<file path="src/rtl/prop_sweep_ctrl.sv">
// prop_sweep_ctrl: drives the capability property-check bank with a reproducible
// stream of test vectors (four directed corners, then LFSR-derived), samples the
// bank's per-property results LAT cycles later and records masked failures.
module prop_sweep_ctrl #(
    parameter int          LAT   = 1,
    parameter int          NPROP = 8,
    parameter logic [31:0] SEED  = 32'h0000_0001
) (
    input  logic             CLK,
    input  logic             RST,
    input  logic             start,
    input  logic [31:0]      count,
    input  logic [NPROP-1:0] prop_mask,
    output logic             busy,
    output logic             done,
    output logic             vec_valid,
    output logic [31:0]      vec_base,
    output logic [31:0]      vec_len,
    output logic [31:0]      vec_addr,
    output logic [31:0]      vec_newBase,
    output logic [31:0]      vec_newLen,
    input  logic [NPROP-1:0] prop_ok,
    output logic [31:0]      fail_count,
    output logic             first_fail_valid,
    output logic [31:0]      first_fail_idx,
    output logic [NPROP-1:0] first_fail_props
);

    localparam logic [31:0] TAPS       = 32'h8020_0003;
    // Pipeline storage is at least one stage deep so LAT=0 still elaborates;
    // with LAT=0 the live vector tag is used directly instead.
    localparam int          PW         = (LAT == 0) ? 1 : LAT;
    localparam logic [2:0]  DRAIN_INIT = (LAT > 0) ? 3'(LAT - 1) : 3'd0;

    typedef enum logic [1:0] {
        S_IDLE  = 2'd0,
        S_ISSUE = 2'd1,
        S_DRAIN = 2'd2,
        S_DONE  = 2'd3
    } state_t;

    state_t             r_state;
    state_t             w_next;

    logic [31:0]        r_count;
    logic [NPROP-1:0]   r_mask;
    logic [31:0]        r_idx;
    logic [31:0]        r_lfsr;
    logic [2:0]         r_drain;

    logic [PW-1:0]      r_pv;
    logic [31:0]        r_pidx [PW];

    logic [31:0]        r_fail_count;
    logic               r_ff_valid;
    logic [31:0]        r_ff_idx;
    logic [NPROP-1:0]   r_ff_props;

    logic               w_accept;
    logic               w_last;
    logic [31:0]        w_lfsr_nxt;
    logic [31:0]        w_rot16;
    logic [31:0]        w_rot8;
    logic [31:0]        w_b;
    logic [31:0]        w_l;
    logic [31:0]        w_a;
    logic [31:0]        w_nb;
    logic [31:0]        w_nl;
    logic               w_al_v;
    logic [31:0]        w_al_idx;
    logic [NPROP-1:0]   w_fbits;
    logic               w_fail;

    assign w_accept   = (r_state == S_IDLE) && start;
    assign w_last     = (r_idx == r_count - 32'd1);
    assign w_lfsr_nxt = (r_lfsr >> 1) ^ (r_lfsr[0] ? TAPS : 32'd0);

    // State register
    always_ff @(posedge CLK) begin
        if (RST) r_state <= S_IDLE;
        else     r_state <= w_next;
    end

    // Next-state and status outputs
    always_comb begin
        w_next    = r_state;
        busy      = 1'b0;
        done      = 1'b0;
        vec_valid = 1'b0;
        case (r_state)
            S_IDLE: begin
                if (start) w_next = (count == 32'd0) ? S_DONE : S_ISSUE;
            end
            S_ISSUE: begin
                busy      = 1'b1;
                vec_valid = 1'b1;
                if (w_last) w_next = (LAT == 0) ? S_DONE : S_DRAIN;
            end
            S_DRAIN: begin
                busy = 1'b1;
                if (r_drain == 3'd0) w_next = S_DONE;
            end
            S_DONE: begin
                done   = 1'b1;
                w_next = S_IDLE;
            end
            default: w_next = S_IDLE;
        endcase
    end

    // Run bookkeeping: latched run parameters, vector index, LFSR, drain timer
    always_ff @(posedge CLK) begin
        if (RST) begin
            r_count <= 32'd0;
            r_mask  <= '0;
            r_idx   <= 32'd0;
            r_lfsr  <= SEED;
            r_drain <= 3'd0;
        end else if (w_accept) begin
            r_count <= count;
            r_mask  <= prop_mask;
            r_idx   <= 32'd0;
            r_lfsr  <= SEED;
        end else if (r_state == S_ISSUE) begin
            r_idx <= r_idx + 32'd1;
            // Directed corners do not consume LFSR states
            if (r_idx >= 32'd4) r_lfsr <= w_lfsr_nxt;
            if (w_last)         r_drain <= DRAIN_INIT;
        end else if (r_state == S_DRAIN) begin
            r_drain <= r_drain - 3'd1;
        end
    end

    // Vector generation: directed corners for idx 0..3, LFSR-derived after
    always_comb begin
        w_rot16 = {r_lfsr[15:0], r_lfsr[31:16]};
        w_rot8  = {r_lfsr[23:0], r_lfsr[31:24]};
        w_b     = r_lfsr;
        w_l     = w_rot16 >> r_lfsr[4:0];
        w_a     = r_lfsr + (w_rot8 >> r_lfsr[9:5]);
        w_nb    = r_lfsr + (r_lfsr >> r_lfsr[14:10]);
        w_nl    = w_l >> 1;
        case (r_idx)
            32'd0: begin
                w_b = 32'h0; w_l = 32'h0; w_a = 32'h0; w_nb = 32'h0; w_nl = 32'h0;
            end
            32'd1: begin
                w_b = 32'h0; w_l = 32'hFFFF_FFFF; w_a = 32'hFFFF_FFFF;
                w_nb = 32'h0; w_nl = 32'hFFFF_FFFF;
            end
            32'd2: begin
                w_b = 32'hFFFF_FFFF; w_l = 32'h1; w_a = 32'h0;
                w_nb = 32'hFFFF_FFFF; w_nl = 32'h0;
            end
            32'd3: begin
                w_b = 32'h8000_0000; w_l = 32'h8000_0000; w_a = 32'h7FFF_FFFF;
                w_nb = 32'h8000_0000; w_nl = 32'h1;
            end
            default: ;
        endcase
    end

    assign vec_base    = vec_valid ? w_b  : 32'd0;
    assign vec_len     = vec_valid ? w_l  : 32'd0;
    assign vec_addr    = vec_valid ? w_a  : 32'd0;
    assign vec_newBase = vec_valid ? w_nb : 32'd0;
    assign vec_newLen  = vec_valid ? w_nl : 32'd0;

    // Result tag pipeline: carries {valid, idx} to line up with prop_ok
    always_ff @(posedge CLK) begin
        if (RST) begin
            r_pv <= '0;
            for (int i = 0; i < PW; i++) r_pidx[i] <= 32'd0;
        end else begin
            r_pv[0]   <= vec_valid;
            r_pidx[0] <= r_idx;
            for (int i = 1; i < PW; i++) begin
                r_pv[i]   <= r_pv[i-1];
                r_pidx[i] <= r_pidx[i-1];
            end
        end
    end

    assign w_al_v   = (LAT == 0) ? vec_valid : r_pv[PW-1];
    assign w_al_idx = (LAT == 0) ? r_idx     : r_pidx[PW-1];
    assign w_fbits  = ~prop_ok & r_mask;
    assign w_fail   = w_al_v && (|w_fbits);

    // Failure recording: saturating count plus first failing vector
    always_ff @(posedge CLK) begin
        if (RST || w_accept) begin
            r_fail_count <= 32'd0;
            r_ff_valid   <= 1'b0;
            r_ff_idx     <= 32'd0;
            r_ff_props   <= '0;
        end else if (w_fail) begin
            if (r_fail_count != 32'hFFFF_FFFF) r_fail_count <= r_fail_count + 32'd1;
            if (!r_ff_valid) begin
                r_ff_valid <= 1'b1;
                r_ff_idx   <= w_al_idx;
                r_ff_props <= w_fbits;
            end
        end
    end

    assign fail_count       = r_fail_count;
    assign first_fail_valid = r_ff_valid;
    assign first_fail_idx   = r_ff_idx;
    assign first_fail_props = r_ff_props;

endmodule
</file>
<file path="config.mk">
export PLATFORM = sky130hd
export DESIGN_NAME = prop_sweep_ctrl
export DESIGN_NICKNAME = d
export VERILOG_FILES = /design/src/rtl/prop_sweep_ctrl.sv
export SDC_FILE = /design/constraint.sdc
export NUM_CORES = 1
export LEC_CHECK = 0
export BUFFER_PORTS_ARGS = -buffer_cell sky130_fd_sc_hd__buf_4
export CAP_MARGIN = 20
export CORE_MARGIN = 5
export CORE_UTILIZATION = 29
export CTS_CLUSTER_DIAMETER = 120
export DETAILED_ROUTE_END_ITERATION = 6
export SLEW_MARGIN = 20
export SYNTH_ARGS = -nofsm -noshare
export SYNTH_HDL_FRONTEND = slang
export SYNTH_SLANG_ARGS = --single-unit
</file>
<file path="constraint.sdc">
create_clock -name CLK -period 4.5 [get_ports CLK]
set_input_delay 0.225 -clock CLK [delete_from_list [all_inputs] [get_ports CLK]]
set_output_delay 0.225 -clock CLK [all_outputs]
set_load 0.1 [all_outputs]
</file>
==> flow_summary_export.csv <==
group,metric,value,unit
status,outcome,"finished with violations",
status,violations,"negative setup slack",
logic_synthesis,synthCells,2584,
setup_path,reg2regPathDepth,11,
logic_synthesis,synth-seq-cells,215,
die,ios,287,
power,power.leakage,10.6,nW
clock_network,clock-sinks,215,
finish,syn_to_final_growth,43.3,%
drt,drtIter0Drc,1517,
drt,avgRoutedWirePerCell,18.0,um
drt,via_per_inst,5.20,
setup_path,path_delay_family,"compound AO/OA/AOI/OAI gates",
logic_synthesis,asyncSetResetFlopFracSynth,0,%
place,post-place-ws,-0.167,ns
logic_synthesis,synth-edff-count,0,
clock_network,clk_latency,0.54,ns
place,numPortBuffers,286,
logic_synthesis,synth_area,18100,um^2
die,initial_utilization,29.3,%
drt,dr.pass1.iters,5,
setup_path,slowest_stage,"mux4_2",
finish,drive_gt1_share,30.3,%
sta,setup_violations,34,
sta,fin_ws,-0.380,ns
min_path,min_path_cells,3,
setup_path,worstPathArrival,4.66,ns
clock_network,cts_tree,"built",
place,dp_hpwl,51.4,mm
setup_path,crit_type,"flip-flop to output pin",
logic_synthesis,ys_warn_count,0,
sta,worst_pin_slew,0.911,ns
logic_synthesis,ys_types,86,
sta,slew_headroom,39.3,%
finish,nets,3142,
logic_synthesis,ys.flop_type,"dfxtp_1",
sta,fin_crit_sh,108,%
die,die_h,260,um
setup_path,slowest_delay,0.53,ns
sta,fmax,0.205,GHz
setup_path,required,4.28,ns
sta,hold_violations,0,
logic_synthesis,syn-num-nets,2713,
setup_path,worstPathCellList,"buf_6, mux4_2, nand2_2, o31ai_2, mux2i_1, buf_4, o21ai_1, ha_1, o21ai_1, o211ai_1, or3b_4, a211oi_4, o21ai_2, a211o_1, and2_4, o2111a_1, a211oi_4, buf_12",
setup_path,path_max_fanout,6,
die,coreArea,61800,um^2
setup_path,crit_buf_inv,3,
logic_synthesis,synthTopCellsByCount,"nand2_1 (422), a21oi_1 (369), nor2_1 (275)",
grt,overflow,0,
power,p_total,0.00890,W
die,core.rowCount,91,
logic_synthesis,ys_seq_area_share,23.8,%
grt,first_global_vias,19000,
drt,route.vias.total,20100,
die,die_area,67600,um^2
grt,grtUsageTotal,19.1,%
drt,drt-total-wl,69.6,mm
clock_network,root_buffer,"clkbuf_16",
finish,seqCellArea,4330,um^2
die,fp.dieW,260,um
grt,grt_pass1_wl,106,mm
logic_synthesis,synth_top_area_cell,"dfxtp_1",
finish,num-fill-cells,6313,
clock_network,cts_max_level,1,
sta,skew,0.0162,ns
power,p_per_area,343,nW/um^2
sta,grt_setup_unrepaired,"yes",
min_path,hold_path.class,"input port to flip-flop",
setup_path,start_kind,"flip-flop",
finish,multi_input_area,14000,um^2
clock_network,cts.path.max_buffers,3,
drt,drc_errors,0,
logic_synthesis,syn_area_per_cell,7.01,um^2
sta,drv_slew,0,
place,place.gp.congestion,0.913,
logic_synthesis,yosysMostFrequentCell,"nand2_1",
setup_path,critPathCaptureType,"output pin",
grt,antenna_found_initial,0,
sta,fin_crit,4.88,ns
drt,ant_nets,0,
clock_network,clk_pin_slew,0.06,ns
logic_synthesis,synth_area_leaders,"dfxtp_1 (24%), a21oi_1 (10%), nand2_1 (8.7%), nor2_1 (5.7%), ha_1 (5.2%)",
power,vdd_drop_max,0.496,mV
finish,diodes,0,
clock_network,cts_buffers,24,
setup_path,cp.depth,18,
logic_synthesis,synth_top_area_share,23.8,%
grt,grt_max_degree,82,
job,max_cap_violations,0,
per-stage QoR:
stage / cell area [um^2] / setup TNS (ns) / std cells / hold WS, ns / utilization (%)
finish: 26000 / -5.89 / 3868 / 0.0288 / 42.0
CTS: 25200 / -5.28 / 3847 / 0.00105 / 40.7
global placement: 22800 / -0.336 / 3720 / 0.427 / 36.9
floorplan: 18600 / -0.410 / 2584 / 0.361 / -
detailed placement: 22800 / -0.342 / 3720 / 0.428 / 36.9
global route: 26000 / -14.31 / 3868 / 0.0236 / 42.0
power breakdown:
group / leakage [nW] / internal, W / switching, W
Clock: 0.408 / 0.00118 / 0.000837
Combinational: 8.41 / 0.00117 / 0.00361
Sequential: 1.75 / 0.00199 / 0.000112
Total: 10.6 / 0.00434 / 0.00456
placed cells by master (no fill, tap or decap), types with 11 or more instances in the layout:
master / instances
ha_1: 68
nor2_1: 264
xor2_1: 66
mux2i_1: 64
dlygate4sd3_1: 53
buf_4: 489
inv_1: 58
and2_1: 19
a31oi_1: 13
nor4_1: 25
dfxtp_1: 197
a21oi_1: 296
nor3_1: 33
mux2_2: 15
o22ai_1: 17
nand2_1: 411
nand3_1: 48
and3_1: 22
o21bai_1: 11
a211oi_1: 24
mux4_2: 32
a21o_1: 22
nand4_1: 22
buf_8: 19
clkbuf_16: 25
a21oi_2: 65
buf_12: 39
o211ai_1: 14
dfxtp_2: 15
o21ai_2: 24
o21ai_1: 24
nor2b_1: 59
xnor2_1: 54
nand2b_1: 15
o21ai_0: 95
or3_1: 37
buf_6: 15
flip-flops by register name (all words and copies together), names as in the netlist:
| signal | flops |
|---|---|
| fail_count | 32 |
| first_fail_idx | 32 |
| r_count | 32 |
| r_idx | 32 |
| r_lfsr | 32 |
| r_pidx | 32 |
| first_fail_props | 8 |
| r_mask | 8 |
| r_drain | 3 |
| r_state | 2 |
| first_fail_valid | 1 |
| r_pv | 1 |
layout make-up:
class / instances / share of cell area (%)
clock inverter: 13 / 0.598
sequential: 215 / 16.7
tap: 837 / 4.04
timing repair buffer: 618 / 21.3
inverter: 62 / 0.902
clock buffer: 31 / 2.57
multi-input combinational: 2092 / 53.9
worst paths after layout:
path / slack, ns / endpoint / start
max: -0.38 / vec_newBase[29] / r_lfsr[10]$_SDFFE_PP0P_
min: 0.03 / r_count[4]$_SDFFE_PP0P_ / count[4]
max reg2reg: 1.19 / r_idx[31]$_SDFFE_PP0P_ / r_state[1]$_SDFFE_PP0P_
min reg2reg: 0.43 / first_fail_idx[25]$_SDFFE_PP0P_ / r_pidx[0][25]$_SDFF_PP0_
layer usage:
metal | up-vias | track usage [%] | share of wire (%)
met5 | - | 0 | 0
met4 | 0 | 3.92 | 2.3
met3 | 100 | 2.66 | 5.8
met2 | 588 | 33.6 | 49
met1 | 9539 | 25.2 | 43
li1 | 9904 | - | -
logic make-up (layout without fill, tap and decap cells):
family	Yosys count	after routing	share of synthesized area, %
DFF	215	215	23.8
muxes	131	131	9.60
AOI/OAI and AO/OA	701	701	22.1
and+or+nand+nor	1050	1050	26.8
buffers and inverters	277	724	5.84
xor gates and xnor gates	132	132	6.38
adders and majority gates	78	78	5.47
tightest hold or removal path, delay by kind of cell:
family | cells | cell delay (ns)
AND/OR/NAND/NOR | 1 | 0.10
AO/OA/AOI/OAI | 1 | 0.08
buffers and inverters | 1 | 0.11
repair_timing:
item,4_1_cts,5_1_grt
pin swaps,58,68
gates resized for setup,211,139
hold buffers,53,0
hold endpoints to repair,45,0
cloned,2,1
buffers inserted,28,24
endpoints found under the setup margin,42,49
(Power assumes the default switching activity.)
